### config.mk
export PLATFORM = sky130hd
export DESIGN_NAME = lcd_timing_pattern_gen
export DESIGN_NICKNAME = d
export VERILOG_FILES = /design/src/rtl/lcd_pkg.sv /design/src/rtl/lcd_pattern_gen.sv /design/src/rtl/lcd_timing_pattern_gen.sv
export SDC_FILE = /design/constraint.sdc
export NUM_CORES = 1
export LEC_CHECK = 0
export ABC_AREA = 1
export CAP_MARGIN = 20
export CORE_MARGIN = 4
export CORE_UTILIZATION = 50
export CTS_BUF_LIST = sky130_fd_sc_hd__clkbuf_8
export DETAILED_ROUTE_END_ITERATION = 8
export GPL_ROUTABILITY_DRIVEN = 0
export PLACE_DENSITY = 0.78
export SLEW_MARGIN = 20
export SYNTH_ARGS = -nofsm -noshare
export SYNTH_HDL_FRONTEND = slang
export SYNTH_SLANG_ARGS = --single-unit
### constraint.sdc
create_clock -name clk -period 13.5 [get_ports clk]
set_input_delay 2.7 -clock clk [delete_from_list [all_inputs] [get_ports clk]]
set_output_delay 2.7 -clock clk [all_outputs]
set_load 0.01 [all_outputs]
### src/rtl/lcd_pkg.sv
// Shared definitions for the LCD timing and test-pattern generator.
// Contents:
//   MODE_*      pattern select codes (codes 5-7 behave as MODE_SOLID)
//   bar_color   3-bit {R,G,B} on/off colour for each of the 8 colour bars
//   lvds_pack   21-bit 7:1 LVDS lane packing of a 6-bit-per-channel pixel and syncs
package lcd_pkg;

  localparam logic [2:0] MODE_SOLID = 3'd0;
  localparam logic [2:0] MODE_BARS  = 3'd1;
  localparam logic [2:0] MODE_XOR   = 3'd2;
  localparam logic [2:0] MODE_BOX   = 3'd3;
  localparam logic [2:0] MODE_EXT   = 3'd4;

  // Bars left to right: white, yellow, cyan, green, magenta, red, blue, black.
  function automatic logic [2:0] bar_color(input logic [2:0] idx);
    logic [2:0] c;
    case (idx)
      3'd0:    c = 3'b111;
      3'd1:    c = 3'b110;
      3'd2:    c = 3'b011;
      3'd3:    c = 3'b010;
      3'd4:    c = 3'b101;
      3'd5:    c = 3'b100;
      3'd6:    c = 3'b001;
      default: c = 3'b000;
    endcase
    return c;
  endfunction

  // Lane order: [20:14]={B2..B5,HS,VS,DE}, [13:7]={G1..G5,B0,B1}, [6:0]={R0..R5,G0}.
  function automatic logic [20:0] lvds_pack(input logic [5:0] r, input logic [5:0] g,
                                            input logic [5:0] b, input logic hs,
                                            input logic vs, input logic de);
    return {b[2], b[3], b[4], b[5], hs, vs, de,
            g[1], g[2], g[3], g[4], g[5], b[0], b[1],
            r[0], r[1], r[2], r[3], r[4], r[5], g[0]};
  endfunction

endpackage

### src/rtl/lcd_pattern_gen.sv
// Combinational pixel function of position, pattern mode, scroll phase and colours.
// Ports:
//   x, y       current pixel position (h/v counters)
//   mode       active pattern mode
//   phase      scroll phase for the XOR and BOX patterns
//   solid_rgb  {R,G,B} solid colour / box border colour
//   ext_rgb    {R,G,B} external pixel for MODE_EXT
//   rgb        {R,G,B} resulting pixel (not masked by DE here)
module lcd_pattern_gen
  import lcd_pkg::*;
#(
  parameter int unsigned H_ACTIVE = 1366,
  parameter int unsigned V_ACTIVE = 768,
  parameter int unsigned COLOR_W  = 6
) (
  input  logic [10:0]          x,
  input  logic [10:0]          y,
  input  logic [2:0]           mode,
  input  logic [COLOR_W-1:0]   phase,
  input  logic [3*COLOR_W-1:0] solid_rgb,
  input  logic [3*COLOR_W-1:0] ext_rgb,
  output logic [3*COLOR_W-1:0] rgb
);

  // Centre rectangle is half the active area in each direction, centred.
  localparam int BoxX0  = int'(H_ACTIVE / 4);
  localparam int BoxX1  = BoxX0 + int'(H_ACTIVE / 2);
  localparam int BoxY0  = int'(V_ACTIVE / 4);
  localparam int BoxY1  = BoxY0 + int'(V_ACTIVE / 2);
  localparam int Border = 3;

  int xi, yi, bar_i;
  logic [2:0] bar_idx, bar_rgb;
  logic [5:0] ph6, sx, sy, s;
  logic [3*COLOR_W-1:0] xor_rgb;
  logic in_hole, in_frame;

  always_comb begin
    xi = int'(x);
    yi = int'(y);

    bar_i   = (xi * 8) / int'(H_ACTIVE);
    bar_idx = (bar_i > 7) ? 3'd7 : 3'(bar_i);
    bar_rgb = bar_color(bar_idx);

    ph6 = 6'(phase);
    sx  = x[5:0] + ph6;
    sy  = y[5:0] + ph6;
    s   = sx ^ sy;
    xor_rgb = {COLOR_W'({s, 1'b0}), COLOR_W'({s, 2'b00}),
               COLOR_W'({2'b00, s} + {1'b0, s, 1'b0})};

    in_hole  = (xi >= BoxX0) && (xi < BoxX1) && (yi >= BoxY0) && (yi < BoxY1);
    in_frame = (xi >= BoxX0 - Border) && (xi < BoxX1 + Border) &&
               (yi >= BoxY0 - Border) && (yi < BoxY1 + Border);

    rgb = solid_rgb;
    case (mode)
      MODE_BARS: rgb = {{COLOR_W{bar_rgb[2]}}, {COLOR_W{bar_rgb[1]}}, {COLOR_W{bar_rgb[0]}}};
      MODE_XOR:  rgb = xor_rgb;
      MODE_BOX: begin
        if (in_hole) begin
          rgb = '0;
        end else if (in_frame) begin
          rgb = solid_rgb;
        end else begin
          rgb = xor_rgb;
        end
      end
      MODE_EXT:  rgb = ext_rgb;
      default:   rgb = solid_rgb;
    endcase
  end

endmodule

### src/rtl/lcd_timing_pattern_gen.sv
// LCD video timing and test-pattern generator feeding a 7:1 LVDS serialiser.
// Ports:
//   clk, rst         pixel clock, synchronous active-high reset
//   en               run enable; low parks counters at 0 with blanked outputs
//   mode_i           pattern select, latched at frame start
//   solid_rgb_i      solid / border colour
//   scroll_step_i    per-frame phase increment
//   ext_rgb_i        external pixel for the current position
//   pos_x_o/pos_y_o  current h/v counters
//   de_o/hsync_o/vsync_o/rgb_o  registered timing and pixel (latency 1)
//   video_o          LVDS-packed {rgb_o, hsync_o, vsync_o, de_o}
//   frame_start_o    1-cycle pulse aligned with the first active pixel
//   frame_cnt_o      frames started since reset
module lcd_timing_pattern_gen
  import lcd_pkg::*;
#(
  parameter int unsigned H_ACTIVE     = 1366,
  parameter int unsigned H_FP         = 48,
  parameter int unsigned H_SYNC       = 32,
  parameter int unsigned H_BP         = 89,
  parameter int unsigned V_ACTIVE     = 768,
  parameter int unsigned V_FP         = 3,
  parameter int unsigned V_SYNC       = 5,
  parameter int unsigned V_BP         = 4,
  parameter int unsigned COLOR_W      = 6,
  parameter bit          SYNC_ACT_LOW = 1'b1
) (
  input  logic                 clk,
  input  logic                 rst,
  input  logic                 en,
  input  logic [2:0]           mode_i,
  input  logic [3*COLOR_W-1:0] solid_rgb_i,
  input  logic [COLOR_W-1:0]   scroll_step_i,
  input  logic [3*COLOR_W-1:0] ext_rgb_i,
  output logic [10:0]          pos_x_o,
  output logic [10:0]          pos_y_o,
  output logic                 de_o,
  output logic                 hsync_o,
  output logic                 vsync_o,
  output logic [3*COLOR_W-1:0] rgb_o,
  output logic [20:0]          video_o,
  output logic                 frame_start_o,
  output logic [15:0]          frame_cnt_o
);

  localparam logic [10:0] HLast    = 11'(H_ACTIVE + H_FP + H_SYNC + H_BP - 1);
  localparam logic [10:0] HAct     = 11'(H_ACTIVE);
  localparam logic [10:0] HSyncBeg = 11'(H_ACTIVE + H_FP);
  localparam logic [10:0] HSyncEnd = 11'(H_ACTIVE + H_FP + H_SYNC);
  localparam logic [10:0] VLast    = 11'(V_ACTIVE + V_FP + V_SYNC + V_BP - 1);
  localparam logic [10:0] VAct     = 11'(V_ACTIVE);
  localparam logic [10:0] VSyncBeg = 11'(V_ACTIVE + V_FP);
  localparam logic [10:0] VSyncEnd = 11'(V_ACTIVE + V_FP + V_SYNC);

  logic [10:0]          h_q, v_q;
  logic [2:0]           mode_q, mode_eff;
  logic [COLOR_W-1:0]   phase_q, phase_eff;
  logic [15:0]          frame_cnt_q;
  logic                 de_q, hs_q, vs_q, fs_q;
  logic [3*COLOR_W-1:0] rgb_q, pix;
  logic                 frame_start, de_d, hs_act, vs_act;

  // The frame-start cycle already renders the new frame's first pixel, so it
  // must see the freshly latched mode and advanced phase.
  always_comb begin
    frame_start = en && (h_q == 11'd0) && (v_q == 11'd0);
    mode_eff    = frame_start ? mode_i : mode_q;
    phase_eff   = frame_start ? phase_q + scroll_step_i : phase_q;
    de_d        = (h_q < HAct) && (v_q < VAct);
    hs_act      = (h_q >= HSyncBeg) && (h_q < HSyncEnd);
    vs_act      = (v_q >= VSyncBeg) && (v_q < VSyncEnd);
  end

  lcd_pattern_gen #(
    .H_ACTIVE (H_ACTIVE),
    .V_ACTIVE (V_ACTIVE),
    .COLOR_W  (COLOR_W)
  ) u_pattern (
    .x         (h_q),
    .y         (v_q),
    .mode      (mode_eff),
    .phase     (phase_eff),
    .solid_rgb (solid_rgb_i),
    .ext_rgb   (ext_rgb_i),
    .rgb       (pix)
  );

  always_ff @(posedge clk) begin
    if (rst) begin
      h_q         <= 11'd0;
      v_q         <= 11'd0;
      mode_q      <= MODE_SOLID;
      phase_q     <= '0;
      frame_cnt_q <= 16'd0;
      de_q        <= 1'b0;
      hs_q        <= SYNC_ACT_LOW;
      vs_q        <= SYNC_ACT_LOW;
      fs_q        <= 1'b0;
      rgb_q       <= '0;
    end else if (!en) begin
      // Mode, phase and frame count are deliberately held across en low.
      h_q   <= 11'd0;
      v_q   <= 11'd0;
      de_q  <= 1'b0;
      hs_q  <= SYNC_ACT_LOW;
      vs_q  <= SYNC_ACT_LOW;
      fs_q  <= 1'b0;
      rgb_q <= '0;
    end else begin
      if (h_q == HLast) begin
        h_q <= 11'd0;
        v_q <= (v_q == VLast) ? 11'd0 : v_q + 11'd1;
      end else begin
        h_q <= h_q + 11'd1;
      end
      if (frame_start) begin
        mode_q      <= mode_i;
        phase_q     <= phase_eff;
        frame_cnt_q <= frame_cnt_q + 16'd1;
      end
      de_q  <= de_d;
      hs_q  <= hs_act ^ SYNC_ACT_LOW;
      vs_q  <= vs_act ^ SYNC_ACT_LOW;
      fs_q  <= frame_start;
      rgb_q <= de_d ? pix : '0;
    end
  end

  assign pos_x_o       = h_q;
  assign pos_y_o       = v_q;
  assign de_o          = de_q;
  assign hsync_o       = hs_q;
  assign vsync_o       = vs_q;
  assign rgb_o         = rgb_q;
  assign frame_start_o = fs_q;
  assign frame_cnt_o   = frame_cnt_q;

  // Only the 6-bit-per-channel format has a defined lane mapping.
  if (COLOR_W == 6) begin : g_pack
    assign video_o = lvds_pack(rgb_q[17:12], rgb_q[11:6], rgb_q[5:0], hs_q, vs_q, de_q);
  end else begin : g_nopack
    assign video_o = '0;
  end

endmodule
# Word-level counts from Yosys, hierarchy flattened
# Cells that the tools add are included.
[totals]
input_bits = 48
elab_cells = 76
ff_bits = 69
out_inout_bits = 81
[classes]
n_lt_le_gt_ge = 15
n_reduce_logical = 18
n_bitwise = 5
muxes = 8
n_eq_ne = 12
add_sub_neg = 7
div_mod_pow = 1
[op_table]
columns = ["operator", "count"]
rows = [
  ["18-bit one-hot mux with 4 select lines", 1],
  ["11-bit by 10-bit less-than comparator with 1-bit output (second input constant)", 4],
  ["11-bit less-than comparator (second input constant)", 4],
  ["18-bit two-way mux", 2],
  ["15-bit by 12-bit divider with 32-bit output (second input constant)", 1],
  ["32-bit by 4-bit > comparator with 1-bit output (second input constant)", 1],
  ["6-bit adder", 4],
  ["11-bit by 1-bit adder with 11-bit output (second input constant)", 2],
  ["11-bit by 8-bit >= comparator with 1-bit output (second input constant)", 2],
  ["11-bit by 9-bit >= comparator with 1-bit output (second input constant)", 2],
  ["11-bit logical NOT", 2],
  ["3-bit one-hot mux with 7 select lines", 1],
  ["16-bit by 1-bit adder with 16-bit output (second input constant)", 1],
  ["3-bit by 2-bit == test with 1-bit output (second input constant)", 4],
  ["3-bit == test (second input constant)", 4],
  ["11-bit by 10-bit == test with 1-bit output (second input constant)", 1],
  ["11-bit == test (second input constant)", 1],
  ["11-bit by 10-bit >= comparator with 1-bit output (second input constant)", 1],
  ["11-bit >= comparator (second input constant)", 1],
  ["1-bit logical AND", 11],
  ["11-bit two-way mux", 1],
  ["3-bit by 1-bit == test with 1-bit output (second input constant)", 2],
  ["3-bit two-way mux", 2],
  ["6-bit two-way mux", 1],
  ["6 further kinds", 10],
]

# Logic depth before layout (Yosys ltp)
# Gate-level depths: netlist of run 1.
[logic_depth]
ltp_word = 10
ltp_mapped = 33
ltp_nobuf = 32

# By module
# From an unflattened synthesis of run 1, not the netlist that was laid out.
[unflattened]
hier_cells = 1085
hier_area_um2 = 6815.3
[modules_own_cells]
columns = ["module", "cells_each", "area_per_inst_um2", "seq_area_each_um2", "n_inst"]
rows = [
  ["lcd_timing_pattern_gen", 549, 3813.7, 1381.3, 1],
  ["lcd_pattern_gen", 536, 3001.6, 0.0, 1],
]

# Worst setup path before layout of run 1
# No wires, ideal clock.
[synth_timing]
kind = "in2reg"
from = "in scroll_step_i[0]"
to = "reg rgb_q[5] (netlist: rgb_o[5])"
setup_ps = 66
arrival_time_ps = 6105
path_stages = 22
path_buffers = 0
required_ps = 13434
slack_ps = 7329
cell_sequence = "ha_1 > fa_1 > a21oi_1 > o21ai_0 > xnor2_1 > inv_1 > o21ai_0 > inv_1 > ha_1 > xor2_1 > xor2_1 > xnor2_1 > ha_1 > a21oi_1 > nand2_1 > xor2_1 > xor2_1 > nand2_1 > nand2_1 > o21ai_0 > inv_1 > a21oi_2"
[synth_via]
elab_chain_len = 8
word_cells_on_any_way = 9
classes_between = "4 x add/sub; 4 x mux; 1 x bitwise"
[synth_rtl]
columns = ["item", "line", "rtl"]
rows = [
  ["start: declaration", "lcd_timing_pattern_gen.sv:33", "input logic [COLOR_W-1:0] scroll_step_i,"],
  ["6-bit adder (*)", "lcd_timing_pattern_gen.sv:68", "phase_eff = frame_start ? phase_q + scroll_step_i : phase_q;"],
  ["6-bit two-way mux (*)", "lcd_timing_pattern_gen.sv:68", ""],
  ["via phase_eff[4]", "lcd_timing_pattern_gen.sv:57", "logic [COLOR_W-1:0] phase_q, phase_eff;"],
  ["6-bit adder, on equally long branches", "lcd_pattern_gen.sv:47, lcd_pattern_gen.sv:48", ""],
  ["6-bit bitwise XOR (*)", "lcd_pattern_gen.sv:49", "s = sx ^ sy;"],
  ["6-bit adder (*)", "lcd_pattern_gen.sv:51", "COLOR_W'({2'b00, s} + {1'b0, s, 1'b0})};"],
  ["18-bit two-way mux", "lcd_pattern_gen.sv:64", "end else if (in_frame) begin"],
  ["18-bit two-way mux", "lcd_pattern_gen.sv:62", "if (in_hole) begin"],
  ["18-bit one-hot mux with 4 select lines (*)", "lcd_pattern_gen.sv:58", "case (mode)"],
  ["end signal: assignment", "lcd_timing_pattern_gen.sv:125", "rgb_q <= de_d ? pix : '0;"],
  ["end: declaration", "lcd_timing_pattern_gen.sv:60", "logic [3*COLOR_W-1:0] rgb_q, pix;"],
]
# The timed path passes the listed nets; every way through them passes the cells marked *.
# A chain may end at the register's enable or synchronous reset.

# Worst setup path after layout of run 1
[layout_timing]
from = "in en"
to = "reg rgb_q[5] (netlist: rgb_o[5])"
[layout_via]
elab_chain_len = 9
word_cells_on_any_way = 17
classes_between = "3 x add/sub; 4 x eq/ne; 5 x mux; 2 x bitwise; 3 x reduce/logical"
[layout_rtl]
columns = ["item", "line", "rtl"]
rows = [
  ["start: declaration", "lcd_timing_pattern_gen.sv:30", "input logic en,"],
  ["1-bit logical AND (*) (2 in series)", "lcd_timing_pattern_gen.sv:66", "frame_start = en && (h_q == 11'd0) && (v_q == 11'd0);"],
  ["6-bit two-way mux (*)", "lcd_timing_pattern_gen.sv:68", ""],
  ["via phase_eff[1]", "lcd_timing_pattern_gen.sv:57", ""],
  ["6-bit adder, on equally long branches", "lcd_pattern_gen.sv:47, lcd_pattern_gen.sv:48", ""],
  ["6-bit bitwise XOR (*)", "lcd_pattern_gen.sv:49", ""],
  ["6-bit adder (*)", "lcd_pattern_gen.sv:51", ""],
  ["18-bit two-way mux", "lcd_pattern_gen.sv:64", ""],
  ["18-bit two-way mux", "lcd_pattern_gen.sv:62", ""],
  ["18-bit one-hot mux with 4 select lines (*)", "lcd_pattern_gen.sv:58", ""],
]
# Marks and branches as above.

==> results of run 1 <==
sequential cells by signal, summed over array words and instances (netlist names):
| register | cells |
|---|---|
| mode_q | 3 |
| vsync_o | 1 |
| pos_y_o | 11 |
| phase_q | 6 |
| frame_start_o | 1 |
| rgb_o | 18 |
| de_o | 1 |
| frame_cnt_o | 16 |
| hsync_o | 1 |
| pos_x_o | 11 |
power breakdown:
group / total [W] / switching [W] / leakage (nW) / internal [W]
registers: 0.000218 / 0.00000601 / 0.561 / 0.000212
clock network: 0.000159 / 0.0000901 / 0.0923 / 0.0000691
logic: 0.000170 / 0.0000934 / 2.78 / 0.0000762
total: 0.000547 / 0.000190 / 3.43 / 0.000357
worst paths after layout:
check	endpoint	from	cells after the start
min reg2reg	frame_cnt_o[14]	frame_cnt_o[14]	1
max	rgb_o[5]	en	20
min	frame_cnt_o[14]	frame_cnt_o[14]	1
max reg2reg	rgb_o[5]	pos_x_o[0]	22
metal layers:
metal / global-route usage, % / part of all wire (%) / wire length, um
met5: 0 / 0 / 0
met4: 7.649 / 1.9 / 334
met3: 5.613 / 8.1 / 1451
met2: 40.73 / 45 / 8162
met1: 32.87 / 45 / 8007
metrics by stage:
step,setup WS (ns),cells
floorplan,7.329,968
global placement,6.324,1222
detailed placement,6.121,1222
CTS,6.521,1238
global route,5.980,1238
finish,6.524,1238
kinds of logic (layout without fill, tap and decap cells):
family,count (synthesis),after routing,share of synthesized area [%]
xor gates and xnor gates,35,35,4.843
adders and majority gates,36,36,7.590
DFF,69,69,21.82
muxes,1,1,0.1581
and+or+nand+nor,494,494,37.54
buffers and inverters,171,273,12.47
AOI/OAI and AO/OA,162,162,15.58
critical path, stage by stage:
cell and delay (ns):
clkdlybuf4s50_1 0.57, nand4_1 0.13, nor2_1 0.51, inv_1 0.26, o21ai_0 0.45, inv_1 0.19
fa_1 0.56, xor2_1 0.19, inv_1 0.13, ha_1 0.23, fa_1 0.41, nand3_1 0.09
nand2_1 0.06, xor2_1 0.15, xor2_1 0.17, nand2_1 0.09, nand2_1 0.04, o21ai_0 0.16
inv_1 0.07, a21oi_2 0.11
cells in the mapped netlist, drive strengths merged, types with 2 or more instances:
cell,instances
a211oi,6
a21oi,61
a221oi,8
a22oi,3
a31oi,8
a41oi,3
buf,34
clkbuf,10
dfxtp,69
fa,4
ha,32
inv,126
nand2,245
nand3,64
nand3b,2
nand4,43
nor2,99
nor3,21
nor3b,4
nor4,11
o211ai,5
o21a,3
o21ai,57
o221ai,2
or2,5
xnor2,8
xor2,27
layout make-up:
type	instances	area [um2]	area share, %
repair buffers	130	1296	16.80
flip-flops and latches	69	1381	17.90
clock inverters	7	55.05	0.7135
inverters	127	485.5	6.292
well taps	168	210.2	2.724
clock buffers	9	123.9	1.605
multi-input cells	728	4164	53.96
==> results.cfg, run 1 <==
[status]
run_status = finished clean

[synthesis]
ys_seq_elements = 69
ys_top_cells_by_area = dfxtp_1, nand2_1, inv_1
netlist.top_cell.by_area = dfxtp_1
edff_count_synth = 0
fraction_of_registers_with_async_set_reset_pct = 0
synthesis.area_mm2 = 0.006330
sequential_area_share_after_synthesis_pct = 21.82
cell_count_after_synthesis = 968
synth.yosys.warnings = 0
synth_cell_types = 53
mapped_nets = 1052
mean_cell_area_of_the_mapped_netlist_um2 = 6.539
ys_dominant_reg_cell = dfxtp_1
post-synth-top-area-fraction_pct = 21.82

[clock_network]
clk_root_buffer_cell = clkbuf_8
cts.reportedPaths.clkPinSlew_ns = 0.08
clkLatencyLatePin_ns = 0.37
cts_buffer_depth = 2
cts_setup_buffers = 0
tritoncts_clock_tree = built
clock-sinks = 69
cts_made_buffers = 9
hold_buffers = 0
htreeDepth = 3
cts_resized = 0

[timing]
final_min_period_over_clock_period_pct = 51.67
timing.clock.skew_ns = 0.01229
tightestPinTransition_ns = 0.8579
fin_crit_ns = 6.976
max_clock_freq_mhz = 143.3
unrepaired_setup_endpoints_after_global_routing = no
fin_tns_setup_ns = 0
setup_viol = 0
final_hold_viol_count = 0
timing.slew.headroom_pct = 42.37
finalMaxSlewViolations = 0
post_route_worst_hold_slack_ns = 0.4867

[global_routing]
grt_max_degree = 22
grt_remaining_overflow = 0
grt_util_all_layers_pct = 24.95
grt_antenna_before_repair = 0
vias_in_the_first_global_route = 6413
grt_first_pass_wirelength_um = 30150

[layout]
mostFrequentLayoutCells = nand2_1, clkdlybuf4s50_1, inv_1
ant_cells = 0
final_core_util_pct = 63.19
final_layout_size_suffix_gt1_share_pct = 10.09
num-nets-final = 1149
filler_cell_count = 1197
areaGrowthSynthToFinish_pct = 21.90
design_area_mm2 = 0.007716
mostFrequentLayoutCell = nand2_1

[floorplanning]
dieHeight_um = 120.5
io-pin-count = 129
die_outline_area_mm2 = 0.01452
rows = 40
floorplan.core_area_mm2 = 0.01221
die_width_um = 120.5
initial_utilization_pct = 51.83

[min_path]
hold_class = flop to flop

[routing]
final_antenna_net_count = 0
drt-pass1-iter-count = 6
drt-wirelength-per-cell_um = 14.50
drt_first_iter_violations = 521
routed-via-count = 6741
remaining_drcs = 0
viasPerCell = 5.445
drt-total-wl_um = 17960

[place]
place.port_buffers = 128
place_area_mm2 = 0.007537
hpwl_um = 14040

[job]
timing.max_cap.violations = 0

[power_and_ir_drop]
power_leakage_nw = 3.431
irDropWorstVdd_uv = 78.53
totalPowerFinal_w = 0.0005466
power.density_cell_area_mw_per_mm2 = 70.84

[critical_path]
worstSetupStartpointType = primary input
worst_ep_required_time_ns = 13.81
reg2reg_setup_slack_ns = 8.14
crit_path_max_fanout = 11
timing.critical_path.arrival_ns = 7.29
path_class = primary input to flop
kind_of_capture_point_of_the_worst_setup_path = flop
(Power assumes the default switching activity.)
==> run 2, diff against run 1 <==
==> constraint.sdc (replaced) <==
create_clock -name clk -period 6.83 [get_ports clk]
set_input_delay 1.366 -clock clk [delete_from_list [all_inputs] [get_ports clk]]
set_output_delay 1.366 -clock clk [all_outputs]
set_load 0.01 [all_outputs]
==> run 2 against run 1 <==
Clock-buffer cell count rose by 1. Sequential share of layout area shrank 0.081 points. Via count fell by 0.59%. Power increased by 100%. Die area is the same. Global-route usage fell by 0.36 points. Worst hold slack better by 0.016 ns. Clock power is 120% higher. Final cell count barely moved. Sequential power grew 97%. Largest power group unchanged.
==> results.cfg, run 2 (same netlist as run 1, synthesis figures left out) <==
[global_routing]
vias_in_the_first_global_route = 6334
grt_remaining_overflow = 0
grt_max_degree = 22
grt_util_all_layers_pct = 24.59
grt_antenna_before_repair = 0
grt_first_pass_wirelength_um = 29830

[layout]
final_layout_size_suffix_gt1_share_pct = 10.08
mostFrequentLayoutCell = nand2_1
design_area_mm2 = 0.007751
ant_cells = 0
num-nets-final = 1150
mostFrequentLayoutCells = nand2_1, clkdlybuf4s50_1, inv_1
largest_register_ff_count = 18
areaGrowthSynthToFinish_pct = 22.45

[critical_path]
worst_ep_required_time_ns = 7.12
number_of_cell_instances_on_the_worst_register_to_register_path = 30
path_class = primary input to flop
cp-startpoint = scroll_step_i[0]
timing.critical_path.arrival_ns = 5.60
reg2reg_to = rgb_o[1]
regToRegStartpoint = pos_x_o[0]
worstSetupStartpointType = primary input
critical_path.endpoint = rgb_o[5]
reg2reg_setup_slack_ns = 1.82
crit_path_max_fanout = 3
kind_of_capture_point_of_the_worst_setup_path = flop

[clock_network]
cts_buffer_depth = 2
cts_resized = 0
clk_root_buffer_cell = clkbuf_8
cts_setup_buffers = 0
cts_made_buffers = 9
clock-sinks = 69
hold_buffers = 0
cts.reportedPaths.clkPinSlew_ns = 0.08
htreeDepth = 3
tritoncts_clock_tree = built
clkLatencyLatePin_ns = 0.36

[timing]
fin_tns_setup_ns = 0
timing.clock.skew_ns = 0.009239
final_hold_viol_count = 0
unrepaired_setup_endpoints_after_global_routing = no
setup_viol = 0
fin_crit_ns = 5.313
tightestPinTransition_ns = 0.8072
finalMaxSlewViolations = 0
final_min_period_over_clock_period_pct = 77.79
max_clock_freq_mhz = 188.2
post_route_worst_hold_slack_ns = 0.5023
timing.slew.headroom_pct = 45.77

[status]
run_status = finished clean

[place]
place.port_buffers = 128
place_area_mm2 = 0.007545
hpwl_um = 13940

[floorplanning]
rows = 40
dieHeight_um = 120.5
die_width_um = 120.5
io-pin-count = 129
initial_utilization_pct = 51.83
die_outline_area_mm2 = 0.01452
floorplan.core_area_mm2 = 0.01221

[routing]
drt-wirelength-per-cell_um = 14.30
final_antenna_net_count = 0
drt-total-wl_um = 17720
viasPerCell = 5.408
drt_first_iter_violations = 553
remaining_drcs = 0
drt-pass1-iter-count = 5
routed-via-count = 6701

[power_and_ir_drop]
irDropWorstVdd_uv = 122.9
switching_share_pct = 32.85
power_switching_w = 0.0003680
intPower_w = 0.0007524
power.combinational.fraction_pct = 30.0
power_leakage_nw = 3.453
sequentialPowerShare_pct = 38.4
power.density_cell_area_mw_per_mm2 = 144.5
p_clk_share_pct = 31.6

[min_path]
hold_class = flop to flop

[job]
timing.max_cap.violations = 0
run 2: cell types whose count changed in the layout (fill, tap and decap cells not counted), sizes merged:
cell and delta:
buf +1, bufinv +1, clkbuf +1, clkinv -1, clkinvlp -1
run 2: area by class of cell:
cell class / count / area [um2]
Timing Repair Buffer: 131 / 1304
Clock inverter: 6 / 68.82
Fill cell: 1157 / 4461
Sequential cell: 69 / 1381
Inverter: 127 / 485.5
Tap cell: 168 / 210.2
Multi-Input combinational cell: 728 / 4164
Clock buffer: 10 / 137.6
run 2: power groups by stage:
| stage | clock network (W) | logic [W] | registers, W |
|---|---|---|---|
| floorplan | 0 | 0.000220 | 0.000442 |
| global placement | 0 | 0.000328 | 0.000440 |
| detailed placement | 0 | 0.000335 | 0.000440 |
| CTS | 0.000359 | 0.000337 | 0.000430 |
| global route | 0.000376 | 0.000374 | 0.000433 |
| finish | 0.000354 | 0.000336 | 0.000430 |
run 2: worst max-delay path, cell delays in order:
cell and delay (ns):
clkdlybuf4s50_1 0.40, ha_1 0.22, fa_1 0.41, a21oi_1 0.14
o21ai_0 0.11, xnor2_1 0.15, inv_1 0.05, o21ai_0 0.25
inv_1 0.10, ha_1 0.33, xor2_1 0.19, xor2_1 0.17
xnor2_1 0.34, ha_1 0.35, a21oi_1 0.16, nand2_1 0.07
xor2_1 0.15, xor2_1 0.18, nand2_1 0.09, nand2_1 0.04
o21ai_0 0.16, inv_1 0.07, a21oi_2 0.12
run 2: routing by layer:
| metal | global-route usage [%] | vias up | part of all wire [%] |
|---|---|---|---|
| met5 | 0 | - | 0 |
| met4 | 7.436 | 0 | 1.8 |
| met3 | 4.537 | 30 | 6.6 |
| met2 | 40.34 | 261 | 45 |
| met1 | 32.88 | 2998 | 46 |
| li1 | - | 3412 | - |
run 2: worst min path at each step:
stage / from / endpoint / slack (ns) / depth (start not counted)
global route: frame_cnt_o[15] / frame_cnt_o[15] / 0.53 / 2
floorplan: frame_cnt_o[14] / frame_cnt_o[14] / 0.48 / 1
detailed placement: frame_cnt_o[14] / frame_cnt_o[14] / 0.48 / 1
finish: frame_cnt_o[14] / frame_cnt_o[14] / 0.50 / 1
CTS: frame_cnt_o[14] / frame_cnt_o[14] / 0.50 / 1
global placement: frame_cnt_o[14] / frame_cnt_o[14] / 0.47 / 1
run 2: metrics by stage:
step	instances	total power [W]	setup slack [ns]	util (%)
global route	1239	0.001183	1.166	63.47
global placement	1223	0.0007676	1.340	61.78
CTS	1239	0.001126	1.527	63.47
finish	1239	0.001120	1.517	63.47
floorplan	968	0.0006619	1.993	-
detailed placement	1223	0.0007750	1.171	61.78
==> run 3, diff against run 2 <==
==> constraint.sdc (replaced) <==
create_clock -name clk -period 4.9 [get_ports clk]
set_input_delay 0.98 -clock clk [delete_from_list [all_inputs] [get_ports clk]]
set_output_delay 0.98 -clock clk [all_outputs]
set_load 0.01 [all_outputs]
==> run 3 against run 2 <==
Largest cell class unchanged. Via count grew 2.4%. Highest routed layer unchanged. Critical endpoint is now rgb_o[4]. Clock skew grew 0.0052 ns. Register-to-register slack lost 1.3 ns. Critical path depth shrank 4. Worst hold slack lost 0.0032 ns. Worst setup slack lost 1.2 ns. Clock-buffer cell count shrank 1. Sequential cell count is the same. Clock power grew 31%. Core utilization grew 1.6 points.
==> results.cfg, run 3 (same netlist as run 1, synthesis figures left out) <==
[power_and_ir_drop]
totalPowerFinal_w = 0.001612
intPower_w = 0.001057
sequentialPowerShare_pct = 37.1
power.combinational.fraction_pct = 34.1
power_switching_w = 0.0005549
switching_share_pct = 34.43
power_leakage_nw = 3.571
power.density_cell_area_mw_per_mm2 = 202.7
irDropWorstVdd_uv = 168.7
p_clk_share_pct = 28.9

[routing]
routed-via-count = 6859
drt-total-wl_um = 18110
drt_first_iter_violations = 480
viasPerCell = 5.422
drt-wirelength-per-cell_um = 14.31
remaining_drcs = 0
drt-pass1-iter-count = 5
final_antenna_net_count = 0

[layout]
mostFrequentLayoutCell = nand2_1
filler_cell_count = 1187
largest_register_ff_count = 18
multi_input_area_mm2 = 0.004179
num-nets-final = 1176
design_area_mm2 = 0.007950
areaGrowthSynthToFinish_pct = 25.60
final-seq-area_mm2 = 0.001383
mostFrequentLayoutCells = nand2_1, clkdlybuf4s50_1, inv_1
ant_cells = 0
final_layout_size_suffix_gt1_share_pct = 12.67
final_core_util_pct = 65.10

[critical_path]
worstSetupStartpointType = primary input
crit_path_max_fanout = 4
worst_ep_required_time_ns = 5.15
path_class = primary input to flop
kind_of_capture_point_of_the_worst_setup_path = flop
timing.critical_path.arrival_ns = 4.85

[job]
timing.max_cap.violations = 0

[status]
run_status = finished clean

[clock_network]
cts.reportedPaths.clkPinSlew_ns = 0.10
clock-sinks = 69
clkLatencyLatePin_ns = 0.37
tritoncts_clock_tree = built
cts_made_buffers = 9
htreeDepth = 3
clk_root_buffer_cell = clkbuf_8
cts_buffer_depth = 2

[timing]
tightestPinTransition_ns = 0.8016
final_min_period_over_clock_period_pct = 94.02
max_clock_freq_mhz = 217.1
fin_crit_ns = 4.607
setup_viol = 0
timing.clock.skew_ns = 0.01444
finalMaxSlewViolations = 0
post_route_worst_hold_slack_ns = 0.4992
timing.slew.headroom_pct = 45.99
final_hold_viol_count = 0
worst_slack_ns = 0.2931

[place]
place_worst_setup_slack_ns = -0.07881
place_area_mm2 = 0.007725
hpwl_um = 14240
place.port_buffers = 128

[floorplanning]
rows = 40
dieHeight_um = 120.5
die_outline_area_mm2 = 0.01452
die_width_um = 120.5
initial_utilization_pct = 51.83
io-pin-count = 129
floorplan.core_area_mm2 = 0.01221

[global_routing]
grt_max_degree = 22
grt_first_pass_wirelength_um = 30130
vias_in_the_first_global_route = 6463
grt_remaining_overflow = 0
grt_antenna_before_repair = 0
grt_util_all_layers_pct = 24.83

[min_path]
hold_class = flop to flop
## run 3: changes by cell type in the layout (fill, tap and decap cells not counted), sizes merged
cell	previous run	this run
inv	130	132
clkinv	2	1
bufinv	1	0
buf	3	29
clkbuf	10	9
clkinvlp	0	1
## run 3: metrics by stage
| step | setup TNS (ns) | instances |
|---|---|---|
| after global routing | -0.02219 | 1265 |
| after global placement | -0.01328 | 1247 |
| final | 0 | 1265 |
| after CTS | 0 | 1263 |
| after floorplan | 0 | 968 |
| after detailed placement | -0.07881 | 1247 |
## run 3: worst paths after layout
kind / from / endpoint / slack (ns) / depth (start not counted)
max: scroll_step_i[0] / rgb_o[4] / 0.29 / 19
min: frame_cnt_o[14] / frame_cnt_o[14] / 0.50 / 1
max reg2reg: pos_x_o[0] / rgb_o[4] / 0.54 / 31
min reg2reg: frame_cnt_o[14] / frame_cnt_o[14] / 0.50 / 1
## run 3: layout make-up
type | count | share of cell area [%]
Timing Repair Buffer | 157 | 18.85
Inverter | 127 | 6.106
Clock inverter | 7 | 0.8813
Tap cell | 168 | 2.644
Clock buffer | 9 | 1.558
Multi-Input combinational cell | 728 | 52.57
Sequential cell | 69 | 17.39
## run 3: critical path: stages
cell and delay, ns:
clkdlybuf4s50_1 0.40, ha_1 0.22, fa_1 0.38, buf_4 0.15, xnor2_1 0.12, a21oi_1 0.26
ha_1 0.34, a21oi_1 0.16, nand2_1 0.10, xor2_1 0.16, xor2_1 0.26, buf_4 0.16
ha_1 0.23, buf_4 0.15, a21oi_1 0.11, nand2_1 0.07, xor2_1 0.15, a221oi_1 0.34
a21oi_2 0.09
## run 3: repair_timing
| item | CTS | global route |
|---|---|---|
| hold buffers | 0 | 0 |
| endpoints found under the setup margin | 0 | 6 |
| resized for setup | 0 | 8 |
| setup buffers | 0 | 2 |
| endpoints found under the hold margin | 0 | 0 |
## run 3: power groups by stage
stage / logic, W / registers, W / clock network (W)
detailed placement: 0.000531 / 0.000611 / 0
global route: 0.000619 / 0.000601 / 0.000504
global placement: 0.000520 / 0.000610 / 0
floorplan: 0.000306 / 0.000616 / 0
finish: 0.000549 / 0.000598 / 0.000465
CTS: 0.000534 / 0.000598 / 0.000477
## run 3: layer usage
layer  wire length, um  part of all wire (%)  up-vias  track usage, %
met5                 0                     0        -               0
met4               421                   2.3        0           8.286
met3              1306                   7.2       40           5.005
met2              8190                    45      267           40.31
met1              8187                    45     3090           32.97
li1                  -                     -     3462               -
